==> src/rtl/load_store_unit.sv <==
// load_store_unit: CPU-side byte-serial load/store initiator for a big-endian byte memory.
// Latency: accept at edge E -> rsp_valid in the cycle after edge E+N (N = 1/2/4 bytes); errors respond one cycle after accept.
// Backpressure: req_ready is high only in IDLE; one request in flight, req_* ignored while busy.
//
// Ports:
//   clock, reset         rising-edge clock, asynchronous active-low reset
//   req_*                request handshake (valid/ready), fields latched on acceptance
//   rsp_*                one-cycle completion pulse with error flag and extended load data
//   mem_*                byte port: registered address/data/active-low strobes, combinational read data

module load_store_unit #(
    parameter int ADDR_W = 32
) (
    input  logic              clock,
    input  logic              reset,
    input  logic              req_valid,
    output logic              req_ready,
    input  logic              req_write,
    input  logic [1:0]        req_size,
    input  logic              req_signed,
    input  logic [ADDR_W-1:0] req_addr,
    input  logic [31:0]       req_wdata,
    output logic              rsp_valid,
    output logic              rsp_err,
    output logic [31:0]       rsp_rdata,
    output logic [ADDR_W-1:0] mem_addr,
    output logic [7:0]        mem_wdata,
    output logic              mem_we_n,
    output logic              mem_rd_n,
    input  logic [7:0]        mem_rdata
);

    typedef enum logic [1:0] {
        IDLE   = 2'd0,
        ACCESS = 2'd1,
        DONE   = 2'd2
    } state_t;

    state_t state_q, state_d;

    // Latched request and access bookkeeping
    logic              write_q,  write_d;
    logic              signed_q, signed_d;
    logic [1:0]        size_q,   size_d;
    logic [ADDR_W-1:0] addr_q,   addr_d;
    logic [31:0]       wdata_q,  wdata_d;
    logic              err_q,    err_d;
    logic [1:0]        idx_q,    idx_d;
    logic [31:0]       acc_q,    acc_d;
    logic [31:0]       rdata_q,  rdata_d;

    // Registered memory-side outputs
    logic [ADDR_W-1:0] mem_addr_q,  mem_addr_d;
    logic [7:0]        mem_wdata_q, mem_wdata_d;
    logic              mem_we_n_q,  mem_we_n_d;
    logic              mem_rd_n_q,  mem_rd_n_d;

    logic              req_err;
    logic              last_beat;

    // Index of the final byte for a size code (byte, half, word)
    function automatic logic [1:0] last_idx(input logic [1:0] size);
        case (size)
            2'b00:   last_idx = 2'd0;
            2'b01:   last_idx = 2'd1;
            default: last_idx = 2'd3;
        endcase
    endfunction

    // Byte i counted MSB-first within the low (last+1) bytes of the store data
    function automatic logic [7:0] wr_byte(input logic [31:0] data,
                                           input logic [1:0]  last,
                                           input logic [1:0]  i);
        logic [1:0] sel;
        sel     = last - i;
        wr_byte = data[{sel, 3'b000} +: 8];
    endfunction

    // Sign/zero extension of the low 8N bits of the assembled load data
    function automatic logic [31:0] extend(input logic [31:0] acc,
                                           input logic [1:0]  size,
                                           input logic        sgn);
        case (size)
            2'b00:   extend = {{24{sgn & acc[7]}},  acc[7:0]};
            2'b01:   extend = {{16{sgn & acc[15]}}, acc[15:0]};
            default: extend = acc;
        endcase
    endfunction

    assign req_err = (req_size == 2'b11)
                   | ((req_size == 2'b01) & req_addr[0])
                   | ((req_size == 2'b10) & (req_addr[1:0] != 2'b00));

    assign last_beat = (idx_q == last_idx(size_q));

    // State register
    always_ff @(posedge clock or negedge reset) begin
        if (!reset) begin
            state_q <= IDLE;
        end else begin
            state_q <= state_d;
        end
    end

    // Next-state logic
    always_comb begin
        state_d = state_q;
        case (state_q)
            IDLE:    if (req_valid) state_d = req_err ? DONE : ACCESS;
            ACCESS:  if (last_beat) state_d = DONE;
            DONE:    state_d = IDLE;
            default: state_d = IDLE;
        endcase
    end

    // Datapath and registered-output next values
    always_comb begin
        write_d     = write_q;
        signed_d    = signed_q;
        size_d      = size_q;
        addr_d      = addr_q;
        wdata_d     = wdata_q;
        err_d       = err_q;
        idx_d       = idx_q;
        acc_d       = acc_q;
        rdata_d     = rdata_q;
        mem_addr_d  = mem_addr_q;
        mem_wdata_d = mem_wdata_q;
        mem_we_n_d  = 1'b1;
        mem_rd_n_d  = 1'b1;

        case (state_q)
            IDLE: begin
                if (req_valid) begin
                    write_d  = req_write;
                    signed_d = req_signed;
                    size_d   = req_size;
                    addr_d   = req_addr;
                    wdata_d  = req_wdata;
                    err_d    = req_err;
                    idx_d    = 2'd0;
                    acc_d    = 32'd0;
                    if (req_err) begin
                        // No memory cycle; response data is cleared as DONE is entered
                        rdata_d = 32'd0;
                    end else begin
                        // Strobes for byte 0 are set up here so they are valid
                        // for the whole first ACCESS cycle
                        mem_addr_d  = req_addr;
                        mem_wdata_d = wr_byte(req_wdata, last_idx(req_size), 2'd0);
                        mem_we_n_d  = ~req_write;
                        mem_rd_n_d  = req_write;
                    end
                end
            end
            ACCESS: begin
                if (!write_q) begin
                    acc_d = {acc_q[23:0], mem_rdata};
                end
                if (last_beat) begin
                    rdata_d = write_q ? 32'd0 : extend(acc_d, size_q, signed_q);
                end else begin
                    idx_d       = idx_q + 2'd1;
                    mem_addr_d  = addr_q + {{(ADDR_W-2){1'b0}}, idx_d};
                    mem_wdata_d = wr_byte(wdata_q, last_idx(size_q), idx_d);
                    mem_we_n_d  = ~write_q;
                    mem_rd_n_d  = write_q;
                end
            end
            default: begin
            end
        endcase
    end

    // Datapath registers
    always_ff @(posedge clock or negedge reset) begin
        if (!reset) begin
            write_q     <= 1'b0;
            signed_q    <= 1'b0;
            size_q      <= 2'b00;
            addr_q      <= '0;
            wdata_q     <= 32'd0;
            err_q       <= 1'b0;
            idx_q       <= 2'd0;
            acc_q       <= 32'd0;
            rdata_q     <= 32'd0;
            mem_addr_q  <= '0;
            mem_wdata_q <= 8'd0;
            mem_we_n_q  <= 1'b1;
            mem_rd_n_q  <= 1'b1;
        end else begin
            write_q     <= write_d;
            signed_q    <= signed_d;
            size_q      <= size_d;
            addr_q      <= addr_d;
            wdata_q     <= wdata_d;
            err_q       <= err_d;
            idx_q       <= idx_d;
            acc_q       <= acc_d;
            rdata_q     <= rdata_d;
            mem_addr_q  <= mem_addr_d;
            mem_wdata_q <= mem_wdata_d;
            mem_we_n_q  <= mem_we_n_d;
            mem_rd_n_q  <= mem_rd_n_d;
        end
    end

    // Outputs
    always_comb begin
        req_ready = (state_q == IDLE);
        rsp_valid = (state_q == DONE);
        rsp_err   = (state_q == DONE) & err_q;
        rsp_rdata = rdata_q;
        mem_addr  = mem_addr_q;
        mem_wdata = mem_wdata_q;
        mem_we_n  = mem_we_n_q;
        mem_rd_n  = mem_rd_n_q;
    end

endmodule

==> config.mk <==
export PLATFORM = sky130hd
export DESIGN_NAME = load_store_unit
export DESIGN_NICKNAME = d
export VERILOG_FILES = /design/src/rtl/load_store_unit.sv
export SDC_FILE = /design/constraint.sdc
export NUM_CORES = 1
export LEC_CHECK = 0
export ABC_AREA = 1
export BUFFER_PORTS_ARGS = -buffer_cell sky130_fd_sc_hd__buf_2
export CAP_MARGIN = 20
export CORE_AREA = 2 2 177 179
export CTS_BUF_LIST = sky130_fd_sc_hd__clkbuf_4 sky130_fd_sc_hd__clkbuf_8 sky130_fd_sc_hd__clkbuf_16
export DETAILED_ROUTE_END_ITERATION = 8
export DIE_AREA = 0 0 179 181
export PLACE_DENSITY = 0.49
export SLEW_MARGIN = 30
export SYNTH_ARGS = -nofsm -noshare
export SYNTH_HDL_FRONTEND = slang
export SYNTH_SLANG_ARGS = --single-unit
==> constraint.sdc <==
create_clock -name clock -period 2.57 [get_ports clock]
set_clock_uncertainty 0.15 [all_clocks]
set_input_delay 0.1285 -clock clock [delete_from_list [all_inputs] [get_ports clock]]
set_output_delay 0.1285 -clock clock [all_outputs]
set_load 0.02 [all_outputs]
Word-level counts from Yosys, hierarchy flattened --
Index checks and enable logic that the tools add are counted.
Word-level totals: register bits after elaboration 179, latch bits 0, RAM bits 0, bits in read-only memories 0, input port bits 79, output and inout bits 77, word-level logic and storage cells 91, memories kept 0
Cells by class: $add $sub $neg 3, $mul 0, divide/modulo/power cells 0, order comparisons 0, equal/unequal tests 12, shift-type cells 2, mux-type cells 40, bitwise logic cells 9, reduce and logical (&&, ||, !) cells 11
Operators by type and width (count):
- $mux W32 | 10
- $pmux W32 S2 | 4
- $shiftx A32 B6 Y8 | 2
- $add A32 B2 Y32 | 1
- $mux W8 | 3
- $mux W2 | 10
- $pmux W2 S2 | 4
- $pmux W8 S2 | 1
- $ne A2 B2 Y1 const B | 4
- $reduce_and A4 Y1 | 2
- $eq A2 B1 Y1 const B | 3
- $eq A2 B2 Y1 const B | 3
- $logic_not A2 Y1 | 3
- $mux W1 | 6
- $reduce_and A2 Y1 | 3
- $and A1 B1 Y1 | 5
- $pmux W1 S2 | 2
- $reduce_bool A2 Y1 | 2
- $reduce_and A3 Y1 | 1
- $add A2 B1 Y2 const B | 1
- $eq A2 B2 Y1 | 1
- $ne A2 B1 Y1 const B | 1
- $not A1 Y1 | 2
- $or A1 B1 Y1 | 2
- $sub A2 B2 Y2 | 1

Logic depth before layout (Yosys ltp) --
Gate-level depths: netlist (run 1).
depth in word-level cells 11, depth in mapped cells 13, gate-level depth less buffers 13

Worst setup path after synthesis (run 1) --
OpenSTA, ideal clock, no wires.
path kind register -> register, start register size_q[1], end register mem_addr_q[19] (netlist: mem_addr[19]), library setup time 0.116 ns, data arrival time 1.929 ns, required time 2.304 ns, slack 0.375 ns, cell stages (with the launch flop) 14, buffers on the path 3, clock period less this slack 2.195 ns, cells stage by stage dfrtp_1 > buf_4 > nor2_4 > ha_1 > buf_2 > inv_2 > nand3_1 > nand2_2 > nand2_1 > inv_2 > buf_2 > nor2_1 > nand2_1 > nand2_1
On the way: word-level cells in the longest chain between the ends 5, elaborated cells on any way between the ends 6, classes of those cells 3 x eq/ne; 1 x mux; 2 x reduce/logical
Ends and longest elaborated chain:
- start, declared | RTL line 44 | logic [1:0] size_q, size_d;
- start signal, assigned | RTL line 194 | size_q <= size_d;
- $eq A2 B1 Y1 or $logic_not A2 Y1 (tied branches) | RTL line 63 | case (size)
- $pmux W2 S2 (*) | RTL line 63
- $eq A2 B2 Y1 (*) | RTL line 94 | assign last_beat = (idx_q == last_idx(size_q));
- $ne A2 B2 Y1 (no source line) (*)
- $reduce_and A4 Y1 (no source line) (*)
- end signal, assigned | RTL line 201 | mem_addr_q <= mem_addr_d;
- end, declared | RTL line 53 | logic [ADDR_W-1:0] mem_addr_q, mem_addr_d;
Mark *: on every way between the ends. The rest lies on a longest branch, timed or not. A chain may end at the register's enable or synchronous reset.

Worst setup path after layout (run 1) --
start register idx_q[1], end register mem_addr_q[25] (netlist: mem_addr[25])
On the way: word-level cells in the longest chain between the ends 4, elaborated cells on any way between the ends 7, classes of those cells 2 x add/sub; 2 x eq/ne; 2 x mux; 1 x reduce/logical
Ends and longest elaborated chain:
- start, declared | RTL line 48 | logic [1:0] idx_q, idx_d;
- start signal, assigned | RTL line 198 | idx_q <= idx_d;
- $add A2 B1 Y2 | RTL line 163 | idx_d = idx_q + 2'd1;
- $add A32 B2 Y32 | RTL line 164 | mem_addr_d = addr_q + {{(ADDR_W-2){1'b0}}, idx_d};
- $mux W32 | RTL line 160 | if (last_beat) begin
- $pmux W32 S2 | RTL line 132 | case (state_q)
Parallel ways exist; a longest one is shown, timed or not. The select of a mux whose other input is x is not followed.

==> results of run 1 <==
## cells in the final DEF, fill, tap and decap left out, types with 6 or more instances in the layout
| cell type | n |
|---|---|
| nand2_1 | 494 |
| dfrtp_1 | 177 |
| buf_2 | 154 |
| nor2_1 | 118 |
| o21ai_0 | 96 |
| inv_1 | 84 |
| dlygate4sd3_1 | 76 |
| nand3_1 | 69 |
| a21oi_1 | 28 |
| o22ai_1 | 25 |
| clkbuf_16 | 17 |
| buf_4 | 17 |
| mux2i_1 | 8 |
| a21boi_0 | 8 |
| inv_2 | 6 |
| buf_12 | 6 |
## registers in the layout (all words and copies together), names as in the netlist, 2 cells and up
| name | flops |
|---|---|
| acc_q | 32 |
| addr_q | 32 |
| idx_q | 2 |
| mem_addr | 32 |
| mem_wdata | 8 |
| rsp_rdata | 32 |
| size_q | 2 |
| state_q | 2 |
| wdata_q | 32 |
## report_power, final
group,total (mW),switching [mW],internal (mW)
logic,6.10,4.03,2.07
registers,4.83,0.844,3.99
clock network,2.83,1.33,1.50
total,13.8,6.21,7.56
## metrics by stage
| stage | util (%) | setup WS [ps] | hold slack, ps |
|---|---|---|---|
| finish | 38.4 | 202 | 89.3 |
| CTS | 38.4 | 197 | 72.6 |
| detailed placement | 33.7 | 217 | -105 |
| global placement | 33.7 | 251 | -104 |
| global route | 38.4 | 31.9 | 78.6 |
| floorplan | - | 375 | -317 |
## cell families after synthesis
| family | after synthesis | synth area share (%) |
|---|---|---|
| compound gates | 169 | 10.2 |
| xor+xnor | 9 | 0.878 |
| fa+ha+maj | 4 | 0.641 |
| buf+inv | 146 | 6.73 |
| flops | 179 | 49.9 |
| mux | 8 | 0.892 |
| simple gates | 695 | 30.7 |
## worst register-to-register path: cells and delay by family, from the launching register on
kind          cells  cell delay, ps
simple gates      9            1030
flops             1             440
fa+ha+maj         1             280
xor+xnor          1             200
buf+inv           1             160
## worst paths after layout
path / endpoint / depth (start not counted) / start / slack, ps
worst max-delay path: mem_addr[25] / 12 / idx_q[1] / 200
worst min-delay path: mem_we_n / 2 / reset / 90
worst max register to register: mem_addr[25] / 12 / idx_q[1] / 200
worst min register to register: mem_addr[7] / 2 / mem_addr[7] / 320
max in group asynchronous: mem_addr[13] / 3 / reset / 1670
min in group clock: mem_wdata[2] / 5 / req_size[0] / 110
## repair_timing
action                                 CTS  global route
hold buffers                            77             0
gates resized for setup                  0             1
endpoints found under the hold margin  303             0
setup endpoints to repair                0             2
## final cells by class
class                   count  area (µm²)  area share, %
clock inverters            15         218           1.87
flip-flops and latches    179        4480           38.5
well taps                 396         495           4.25
repair buffers            254        1790           15.4
clock buffers              17         425           3.65
inverters                  90         338           2.90
multi-input cells         885        3900           33.5
## metal layers
metal / GRT usage [%] / vias to the layer above
li1: - / 4260
met1: 26.0 / 3990
met2: 27.2 / 164
met3: 2.46 / 30
met4: 5.14 / 0
met5: 0 / -
==> results.cfg, run 1 <==
[worst_setup_path]
worst_ep_arrival_time_ps = 2550
critical_path.max_stage_delay_ps = 440
cp_common_cell = nand2_1
critPathLaunchType = flop
cp.required_ps = 2750
path_class = reg2reg
cpMaxStageDelayCell = dfrtp_1
path_buf_inv = 1
cp_max_fo = 5
cp-end-kind = flop
critPathTopFamily = simple AND/OR/NAND/NOR gates
worstPathCellList = xor2_1 -> buf_4 -> ha_1 -> nand2_1 -> nand2_1 -> nand3_1 -> nor2_1 -> nand2_1 -> nand2_1 -> nand3_1 -> nand2_1 -> nand2_1

[cts]
cts_inserted_buffers = 17
cts_num_sinks = 179
cts_buffer_depth = 2
clkTransAtPathRegs_ps = 80
cts_root_buf = clkbuf_16
cts_tree = yes
cts.htree.levels = 4
clk_latency_ps = 450
cts_setup_buffers = 0

[route]
ant_nets = 0
wl_met2_um = 12500
drtIter0Drc = 456
route.detailed.drc = 0
wl_met3_um = 996
first_pass_iters = 5
vias_per_cell = 4.60
routed_wl_um = 27900
highest_layer = met4
drt-met1-wl_um = 14000
wl_per_cell_um = 15.2
num_vias = 8444

[placed_design]
place_hpwl_um = 19400
dpl_cell_area_um2 = 10200
dp.cells = 1727
gp_congestion = 0.896
io_buffers = 155

[grt]
overflow = 0
globalRouteTotalUtil_pct = 17.8
grt_max_degree = 65
antenna_found_initial = 0
grt_pass1_vias = 8185
grt_pass1_wl_um = 45000

[synth]
syn-cell-area_um2 = 8980
synth_top_area_share_pct = 49.3
ys_top_cells_by_count = 495 x nand2_1, 177 x dfrtp_1, 119 x nor2_1, 96 x o21ai_0, 85 x inv_1
yosysSeqAreaShare_pct = 49.9
synth_fp_nets = 1293
synth-edff-count = 0
synth_cells = 1210
syn_area_per_cell_um2 = 7.42
synth_warnings = 0
synth_cell_types = 34
synth_area_leader_cell = dfrtp_1
ys_top_cells_by_area = dfrtp_1 49%, nand2_1 21%, o21ai_0 5.4%
async_reset_ff_share_pct = 100
synth_most_common_cell = nand2_1
ys.flop_type = dfrtp_1
ys_ff_latch = 179

[layout]
nets = 1510
fill_cells = 3250
drive_above_1_share_pct = 16.0
final_cell_area_um2 = 11600
layoutNonFillerInstCount = 1836
diodes = 0
area_growth_pct = 29.7

[floorplan]
die_h_um = 181
rows = 64
core-area_um2 = 30300
ios = 156
die-area_um2 = 32400
start_util_pct = 29.6
die_x_um = 179

[pwr]
power.total_mw = 13.8
leakagePower_nw = 5.78
powerDensity_nw_per_um2 = 1180
vdd_drop_max_uv = 509

[timing]
maxSlewHeadroom_pct = 63.6
final_hold_viol_count = 0
layout_min_cycle_time_ps = 2370
timing.fmax_mhz = 422
fin_crit_sh_pct = 92.1
rsz0062_at_grt = no
tightest_slew_ps = 546
finalSetupTns_ps = 0
setup_viol = 0
slew_violations = 0

[status]
status = complete, no violations

[flow_run]
max_cap_violations = 0

[min_path]
hold_class = in2async
Note: power is estimated with default switching activity, not from simulation.
==> inputs of run 2 (changes only) <==
--- a/config.mk
+++ b/config.mk
@@ -6,13 +6,13 @@
 export NUM_CORES = 1
 export LEC_CHECK = 0
 export ABC_AREA = 1
-export BUFFER_PORTS_ARGS = -buffer_cell sky130_fd_sc_hd__buf_2
 export CAP_MARGIN = 20
 export CORE_AREA = 2 2 177 179
 export CTS_BUF_LIST = sky130_fd_sc_hd__clkbuf_4 sky130_fd_sc_hd__clkbuf_8 sky130_fd_sc_hd__clkbuf_16
 export DETAILED_ROUTE_END_ITERATION = 8
 export DIE_AREA = 0 0 179 181
-export PLACE_DENSITY = 0.49
+export DONT_BUFFER_PORTS = 1
+export PLACE_DENSITY = 0.45
 export SLEW_MARGIN = 30
 export SYNTH_ARGS = -nofsm -noshare
 export SYNTH_HDL_FRONTEND = slang
==> results.cfg, run 2 (same netlist as run 1, synthesis figures left out) <==
[status]
status = complete, but fails checks
violations = negative hold slack

[timing]
finalHoldWorstSlack_ps = -771
setup_viol = 0
final_hold_viol_count = 179
timing.fmax_mhz = 428
layout_min_cycle_time_ps = 2340
rsz0062_at_grt = no
tightest_slew_ps = 577
fin_crit_sh_pct = 90.9
slew_violations = 0
finalSetupTns_ps = 0
maxSlewHeadroom_pct = 61.5

[floorplan]
die_h_um = 181
ios = 156
die-area_um2 = 32400
die_x_um = 179
core-area_um2 = 30300
rows = 64
start_util_pct = 29.6

[cts]
hold_buffers = 77
cts_tree = yes
cts_buffer_depth = 2
clk_latency_ps = 450
cts_root_buf = clkbuf_16
cts.htree.levels = 4
cts_setup_buffers = 0
cts_inserted_buffers = 17
clkTransAtPathRegs_ps = 70
cts_num_sinks = 179

[worst_setup_path]
cp-end-kind = flop
critPathLaunch = idx_q[0]
critical_path.max_stage_delay_ps = 450
cp.required_ps = 2760
worst_ep_arrival_time_ps = 2520
r2r-start = idx_q[0]
cp_max_fo = 5
worstPathCellList = xor2_2 -> ha_1 -> nand2_1 -> nand2_1 -> nand3_1 -> nor2_1 -> nand2_1 -> nand2_1 -> nand3_1 -> nand2_1 -> nand2_1
reg2reg_slack_ps = 230
cpMaxStageDelayCell = dfrtp_1
cp_common_cell = nand2_1
path_class = reg2reg
critPathLaunchType = flop

[pwr]
leakagePower_nw = 5.07
powerDensity_nw_per_um2 = 1230
vdd_drop_max_uv = 496
power.total_mw = 13.2

[layout]
layout_commonest_cell = nand2_1
final_cell_mix = 493 x nand2_1, 177 x dfrtp_1, 119 x nor2_1
finalCoreUtilization_pct = 35.5
drive_above_1_share_pct = 5.84
multi_input_area_um2 = 3910
regArea_um2 = 4480
final_cell_area_um2 = 10800
layoutNonFillerInstCount = 1680
fill_cells = 3232
diodes = 0
nets = 1354
area_growth_pct = 19.9

[grt]
grt_pass1_vias = 7833
overflow = 0
grt_max_degree = 180
grt_pass1_wl_um = 45100
globalRouteTotalUtil_pct = 18.0
antenna_found_initial = 0

[route]
vias_per_cell = 4.71
route.detailed.drc = 0
ant_nets = 0
wl_per_cell_um = 16.8
first_pass_iters = 6
num_vias = 7920
drtIter0Drc = 545
routed_wl_um = 28200

[min_path]
hold_class = in2async

[placed_design]
dp.cells = 1571
dpl_cell_area_um2 = 9390
io_buffers = 0
place_hpwl_um = 18900
gp_congestion = 0.903

[flow_run]
max_cap_violations = 0
[run 2: changes by cell type in the layout (fill, tap and decap cells not counted), moves of 2 or more]
cell / before / now
inv_8: 4 / 2
clkinv_2: 0 / 2
buf_4: 17 / 19
clkinv_8: 5 / 0
buf_12: 6 / 2
buf_2: 154 / 0
[run 2: critical path, delay by kind of cell, from the launching register on]
| kind | cells | cell delay, ps |
|---|---|---|
| flops | 1 | 450 |
| fa+ha+maj | 1 | 320 |
| xor+xnor | 1 | 220 |
| simple gates | 9 | 1080 |
[run 2: final cells by class]
cell class                      count  share of cell area, %
Sequential cell                   179                   41.6
Multi-Input combinational cell    885                   36.3
Timing Repair Buffer               98                   8.85
Tap cell                          396                   4.60
Clock buffer                       19                   4.15
Inverter                           90                   3.14
Clock inverter                     13                   1.38
[run 2: worst paths after layout]
check,to,depth (start not counted)
max,mem_addr[25],11
min reg2reg,wdata_q[14],2
min,rsp_rdata[11],0
max reg2reg,mem_addr[25],11
max in group asynchronous,addr_q[18],0
min in group clock,mem_wdata[7],4
[run 2: per-stage QoR]
| step | setup slack [ps] | hold WS [ps] |
|---|---|---|
| floorplan | 375 | -317 |
| global placement | 248 | -310 |
| detailed placement | 235 | -310 |
| CTS | 214 | -804 |
| global route | 12.8 | -801 |
| finish | 233 | -771 |
[run 2: metal layers]
layer / GRT usage (%) / vias to the layer above / wire [µm]
li1: - / 3941 / -
met2: 27.2 / 148 / 12500
met3: 4.84 / 16 / 1550
met1: 25.4 / 3815 / 13800
met4: 4.29 / 0 / 282
met5: 0 / - / 0
[run 2: timing repair]
item | 4_1_cts | 5_1_grt
endpoints found under the hold margin | 306 | 179
endpoints found under the setup margin | 0 | 1
gates resized for setup | 0 | 2
[run 2: power by group]
| part | leakage, nW | total (mW) | internal (mW) | switching [mW] |
|---|---|---|---|---|
| clock | 0.283 | 2.74 | 1.49 | 1.26 |
| combinational | 2.50 | 5.02 | 1.72 | 3.30 |
| sequential | 2.28 | 5.45 | 3.99 | 1.47 |
| total | 5.07 | 13.2 | 7.20 | 6.02 |
==> inputs of run 3 (changes only) <==
--- a/config.mk
+++ b/config.mk
@@ -13,6 +13,7 @@
 export DIE_AREA = 0 0 179 181
 export DONT_BUFFER_PORTS = 1
 export PLACE_DENSITY = 0.45
+export REMOVE_ABC_BUFFERS = 1
 export SLEW_MARGIN = 30
 export SYNTH_ARGS = -nofsm -noshare
 export SYNTH_HDL_FRONTEND = slang
==> results.cfg, run 3 (same netlist as run 1, synthesis figures left out) <==
[min_path]
hold_class = in2async

[floorplan]
start_util_pct = 29.6
die_h_um = 181
ios = 156
core-area_um2 = 30300
die_x_um = 179
rows = 64
die-area_um2 = 32400

[grt]
grt_pass1_wl_um = 44500
overflow = 0
grt_max_degree = 180
globalRouteTotalUtil_pct = 17.7
antenna_found_initial = 0
grt_pass1_vias = 7916

[cts]
cts_buffer_depth = 2
cts_inserted_buffers = 17
hold_buffers = 80
cts_num_sinks = 179
cts_setup_buffers = 0
cts_tree = yes
cts_root_buf = clkbuf_16
clkTransAtPathRegs_ps = 70
clk_latency_ps = 440
cts.htree.levels = 4

[timing]
slew_violations = 0
final_hold_viol_count = 179
layout_min_cycle_time_ps = 2420
finalHoldWorstSlack_ps = -770
setup_viol = 0
maxSlewHeadroom_pct = 41.0
tightest_slew_ps = 879
rsz0062_at_grt = no
fin_crit_sh_pct = 94.3
timing.fmax_mhz = 413

[layout]
layoutNonFillerInstCount = 1683
nets = 1356
layout_commonest_cell = nand2_1
finalCoreUtilization_pct = 35.7
final_cell_mix = 494 x nand2_1, 177 x dfrtp_1, 117 x nor2_1
area_growth_pct = 20.5
drive_above_1_share_pct = 5.83

[worst_setup_path]
critPathLaunchType = flop
path_class = reg2reg
cp_max_fo = 5
worst_ep_arrival_time_ps = 2650
cp-end-kind = flop
cp.required_ps = 2800

[status]
violations = negative hold slack
status = complete, but fails checks

[route]
num_vias = 7905
first_pass_iters = 5
vias_per_cell = 4.70
routed_wl_um = 27700
wl_per_cell_um = 16.5
drtIter0Drc = 637
wl_met2_um = 12300
highest_layer = met4
wl_met3_um = 1450
drt-met1-wl_um = 13600
ant_nets = 0
route.detailed.drc = 0

[placed_design]
gp_congestion = 0.769
dp.cells = 1570
place_hpwl_um = 18200
io_buffers = 0

[pwr]
leakagePower_nw = 5.08
vdd_drop_max_uv = 484
powerDensity_nw_per_um2 = 1220

[flow_run]
max_cap_violations = 0
[run 3: cell types whose count changed in the layout (fill, tap and decap cells not counted), moves of 2 or more]
cell / delta
nor2_1: -2
dlygate4sd3_1: +3
buf_12: +2
inv_6: +2
clkinvlp_4: -2
buf_4: -3
[run 3: stage by stage]
stage / instance area [µm²] / power, mW / hold slack (ps) / setup TNS [ps] / setup slack (ps)
finish: 10800 / 13.2 / -770 / 0 / 146
global route: 10800 / 14.4 / -796 / 0 / 16.0
CTS: 10800 / 13.4 / -791 / 0 / 100
detailed placement: 9410 / 10.5 / -311 / 0 / 116
global placement: 9410 / 10.4 / -310 / 0 / 187
floorplan: 8710 / 8.60 / -317 / -119510 / -1450
[run 3: path summary, 6_finish.rpt]
check	cells after the start	end	slack (ps)	start
setup / recovery	7	write_q	150	state_q[0]
hold / removal	0	rsp_rdata[18]	-770	reset
setup reg to reg	7	write_q	150	state_q[0]
hold reg to reg	2	wdata_q[3]	320	wdata_q[3]
max in group asynchronous	0	state_q[0]	2570	reset
min in group clock	6	err_q	30	req_size[1]
[run 3: where the power goes]
part / leakage [nW] / total [mW] / switching [mW] / internal, mW
Sequential: 2.28 / 5.45 / 1.47 / 3.99
Combinational: 2.52 / 5.05 / 3.29 / 1.76
Clock: 0.287 / 2.70 / 1.29 / 1.42
[run 3: layout make-up]
cell class / instances / area [µm²]
well taps: 396 / 495
diodes: 1 / 2.50
inverters: 90 / 338
flip-flops and latches: 179 / 4480
clock buffers: 19 / 447
multi-input cells: 885 / 3910
repair buffers: 100 / 1000
clock inverters: 13 / 144
fillers: 3225 / 19500
[run 3: worst max-delay path, cell delays in order, from the launching register on]
cell and delay (ps):
dfrtp_1 450, nor2_4 290, inv_2 70, nor2_4 160, nand2_1 70, dlygate4sd3_1 560, o21ai_0 60, dlygate4sd3_1 550
[run 3: per-layer routing]
layer  global-route usage (%)  up-vias
met1                     24.9     3727
met3                     4.06       23
met2                     27.2      196
met5                        0        -
met4                     4.33        0
li1                         -     3959
[run 3: timing repair]
item | CTS | global route
hold endpoints to repair | 305 | 179
endpoints found under the setup margin | 0 | 6
resized for setup | 0 | 4
